--- config.mk ---
export PLATFORM = sky130hd
export DESIGN_NAME = store_sequencer
export DESIGN_NICKNAME = d
export VERILOG_FILES = /design/src/rtl/store_sequencer.sv
export SDC_FILE = /design/constraint.sdc
export NUM_CORES = 1
export LEC_CHECK = 0
export CORE_MARGIN = 2
export CORE_UTILIZATION = 60
export CTS_BUF_LIST = sky130_fd_sc_hd__clkbuf_8
export DETAILED_ROUTE_END_ITERATION = 8
export HOLD_SLACK_MARGIN = 0.1
export PLACE_DENSITY_LB_ADDON = 0.05
export SLEW_MARGIN = 20
export SYNTH_ARGS = -nofsm -noshare
export SYNTH_HDL_FRONTEND = slang
export SYNTH_SLANG_ARGS = --single-unit
--- constraint.sdc ---
create_clock -name clk -period 2.35 [get_ports clk]
set_clock_uncertainty 0.05 [all_clocks]
set_input_delay 0.47 -clock clk [delete_from_list [all_inputs] [get_ports clk]]
set_output_delay 0.47 -clock clk [all_outputs]
set_load 0.05 [all_outputs]
--- src/rtl/store_sequencer.sv ---
// Board front-end for the 4x8 memory: debounces the store/next buttons and issues one store strobe per press.
// Build option: define STORE_SEQ_AUTO_ADVANCE_EN to step addr after every store.
module store_sequencer #(
  parameter int DEBOUNCE_CYCLES = 1000000,
  parameter int CNT_WIDTH       = 20
) (
  input  logic       clk,
  input  logic       reset,
  input  logic [7:0] sw,
  input  logic       btn_store,
  input  logic       btn_next,
  output logic [7:0] data,
  output logic       store,
  output logic [1:0] addr,
  output logic       busy
);

  localparam int BTN_STORE = 0;
  localparam int BTN_NEXT  = 1;
  localparam logic [CNT_WIDTH-1:0] CNT_LAST = CNT_WIDTH'(DEBOUNCE_CYCLES - 1);

  typedef enum logic [2:0] {
    IDLE,
    LATCH,
    STROBE,
    ADVANCE,
    RELEASE
  } state_t;

  state_t               state;
  logic [1:0]           raw;
  logic [1:0]           sync_a;
  logic [1:0]           sync_b;
  logic [1:0]           stable;
  logic [1:0]           press;
  logic [CNT_WIDTH-1:0] cnt [2];

  assign raw = {btn_next, btn_store};

  // Two-flop synchronisers feeding one debounce counter per button. A press is
  // flagged on the same edge the stable level rises, so it is already registered.
  always_ff @(posedge clk) begin
    // NOTE: sequential state uses non-blocking assignments only, so every flop
    // samples pre-edge values regardless of statement order.
    if (reset) begin
      sync_a <= '0;
      sync_b <= '0;
      stable <= '0;
      press  <= '0;
      for (int i = 0; i < 2; i++) cnt[i] <= '0;
    end else begin
      sync_a <= raw;
      sync_b <= sync_a;
      for (int i = 0; i < 2; i++) begin
        press[i] <= 1'b0;
        if (sync_b[i] == stable[i]) begin
          cnt[i] <= '0;
        end else if (cnt[i] == CNT_LAST) begin
          stable[i] <= sync_b[i];
          press[i]  <= sync_b[i];
          cnt[i]    <= '0;
        end else begin
          cnt[i] <= cnt[i] + 1'b1;
        end
      end
    end
  end

  // Data is captured on the transition into LATCH so it is settled a full cycle
  // before the strobe; addr only moves once the strobe cycle has ended.
  always_ff @(posedge clk) begin
    if (reset) begin
      state <= IDLE;
      data  <= 8'h00;
      store <= 1'b0;
      addr  <= 2'd0;
      busy  <= 1'b0;
    end else begin
      store <= 1'b0;
      case (state)
        IDLE: begin
          if (press[BTN_STORE]) begin
            state <= LATCH;
            data  <= sw;
            busy  <= 1'b1;
          end else if (press[BTN_NEXT]) begin
            addr <= addr + 2'd1;
          end
        end
        LATCH: begin
          state <= STROBE;
          store <= 1'b1;
        end
        STROBE: state <= ADVANCE;
        ADVANCE: begin
`ifdef STORE_SEQ_AUTO_ADVANCE_EN
          addr <= addr + 2'd1;
`else
          addr <= addr;
`endif
          state <= RELEASE;
        end
        RELEASE: begin
          if (!stable[BTN_STORE]) begin
            state <= IDLE;
            busy  <= 1'b0;
          end
        end
        default: begin
          state <= IDLE;
          busy  <= 1'b0;
        end
      endcase
    end
  end

endmodule

==> impl_metrics.json <==
{
  "status": "finished clean",
  "placementRows": 26,
  "die_y_um": 76.2,
  "async_reset_ff_share_pct": 0,
  "portBuffers": 23,
  "ys_seq_elements": 63,
  "wl_per_cell_um": 12.6,
  "yosys.area.top_type": "edfxtp_1",
  "final_nets": 382,
  "layout-drive-gt1-share_pct": 8.58,
  "path_clk_slew_ns": 0.07,
  "cts_resized": 0,
  "drtIter0Drc": 49,
  "netlist.area_leader.share_pct": 38.4,
  "dpl_worst_slack_ns": 0.342,
  "final_cell_area_um2": 3720,
  "cp_cell_sequence": "clkdlybuf4s50_1",
  "slowest_stage": "clkdlybuf4s50_1",
  "cp-end-kind": "primary output",
  "hold_slack_ns": 0.387,
  "most-common-layout-cells": "edfxtp_1, conb_1, nor2_1",
  "start_kind": "flop",
  "power_density_nw_per_um2": 569,
  "placed_area_um2": 3560,
  "vdd_drop_max_mv": 0.467,
  "synth.distinct_cells": 43,
  "p_leak_nw": 1.25,
  "cts_buffers": 9,
  "grt_setup_unrepaired": "false",
  "diodes": 0,
  "cts_tree": "built",
  "synth_area_per_cell_um2": 10.4,
  "critPathKind": "reg -> out",
  "dieArea_um2": 5800,
  "finalHoldViolCount": 0,
  "period_needed_ns": 2.05,
  "gr-total-overflow": 0,
  "gr-usage-all-layers_pct": 20.9,
  "yosys_warnings": 0,
  "num_io_pins": 24,
  "maxSlewViolCount": 0,
  "antenna_found_initial": 0,
  "holdBufCountCts": 0,
  "tightest_slew_ns": 0.510,
  "fmax_ghz": 0.489,
  "maxCapViolCount": 0,
  "worst-path-buf-inv": 1,
  "postRouteWirelength_um": 5570,
  "tns_ns": 0,
  "vias": 2314,
  "hp-class": "reg -> reg",
  "cts_buffer_depth": 2,
  "ys.flop_type": "edfxtp_1",
  "core-area_um2": 5070,
  "cts.sinks": 63,
  "firstDrtPassIters": 4,
  "gp_congestion": 0.846,
  "start_util_pct": 61.6,
  "synth-edff-count": 40,
  "cts_setup_buffers": 0,
  "synth_area_um2": 3130,
  "grt_pass1_vias": 2213,
  "grt_max_degree": 20,
  "crit_fanout": 3,
  "slew_headroom_pct": 65.9,
  "drc": 0,
  "power_mw": 2.12,
  "worstPathArrival_ns": 1.53,
  "synth_seq_area_share_pct": 53.2,
  "post-route-period-util_pct": 87.1,
  "h-tree-depth": 3,
  "final_antenna_net_count": 0,
  "fp.dieW_um": 76.2,
  "grt_pass1_wl_um": 9690,
  "crit_family": "buffers and inverters",
  "via_per_inst": 5.22,
  "ys_top_cells_by_area": "edfxtp_1, dfxtp_1, xor2_1",
  "postSynthCellCount": 300,
  "critPathMaxStageDelay_ns": 0.83,
  "area_growth_pct": 19.1,
  "cp.required_ns": 1.83,
  "clk_latency_ns": 0.33,
  "layout_setup_ws_ns": 0.304,
  "cts_root_buffer": "clkbuf_8",
  "dp_hpwl_um": 3910,
  "setup_violations": 0
}
[Yosys cell counts, drive strengths merged (2+ instances only)]
cell / instances
nand4: 12
nor2b: 5
nor2: 34
edfxtp: 40
nor4b: 4
inv: 4
dfxtp: 23
nor3b: 2
or3: 8
or4: 6
nor4: 5
xnor2: 11
and3: 7
clkbuf: 4
and4: 3
nand2: 28
nor3: 4
o31ai: 6
xor2: 18
and2: 5
buf: 5
ha: 2
nand2b: 2
nand3: 18
o21ai: 10
a21oi: 24
nand3b: 2
nand4b: 3
[through the flow]
step / util (%) / instances
4_1_cts: 73.4 / 443
5_1_grt: 73.4 / 443
3_5_place_dp: 70.1 / 427
6_report: 73.4 / 443
3_3_place_gp: 70.1 / 427
2_1_floorplan: - / 339
[report_power, final]
| group | total (mW) | leakage [nW] | switching (mW) | internal, mW |
|---|---|---|---|---|
| clock network | 0.781 | 0.0862 | 0.409 | 0.372 |
| registers | 1.24 | 0.599 | 0.0354 | 1.21 |
| logic | 0.0939 | 0.568 | 0.0495 | 0.0444 |
[state kept, by name (all words and copies together), names as in the netlist]
register	flops
cnt	40
data	8
state	3
addr	2
press	2
stable	2
sync_a	2
sync_b	2
busy	1
store	1
[cell type report]
type / count / area (µm²)
Sequential cell: 63 / 1660
Multi-Input combinational cell: 263 / 1540
Fill cell: 400 / 1350
Timing Repair Buffer: 27 / 260
Clock buffer: 9 / 124
Tap cell: 70 / 87.6
Clock inverter: 7 / 40.0
Inverter: 4 / 15.0
[layer usage]
metal  up-vias  track usage [%]  routed length [µm]
met5         -                0                   0
met4         0             8.36                  80
met1      1078             25.9                2630
met2        32             34.4                2640
met3         8             6.52                 213
li1       1196                -                   -
[worst paths after layout]
| kind | startpoint | end | slack, ns | depth (start not counted) |
|---|---|---|---|---|
| max | addr[0] | addr[0] | 0.30 | 1 |
| min | sync_a[0] | sync_b[0] | 0.39 | 1 |
| max reg2reg | cnt[0][0] | cnt[0][2] | 0.33 | 5 |
| min reg2reg | sync_a[0] | sync_b[0] | 0.39 | 1 |
[logic make-up (layout without fill, tap and decap cells)]
family,after synthesis,in the layout,share of synthesized area (%)
xor gates and xnor gates,29,29,8.13
adders and majority gates,2,2,0.801
and+or+nand+nor,151,151,27.7
DFF,63,63,53.2
other,1,40,0.120
AOI/OAI and AO/OA,41,41,7.73
buffers and inverters,13,47,2.40
(Power assumes the default switching activity.)
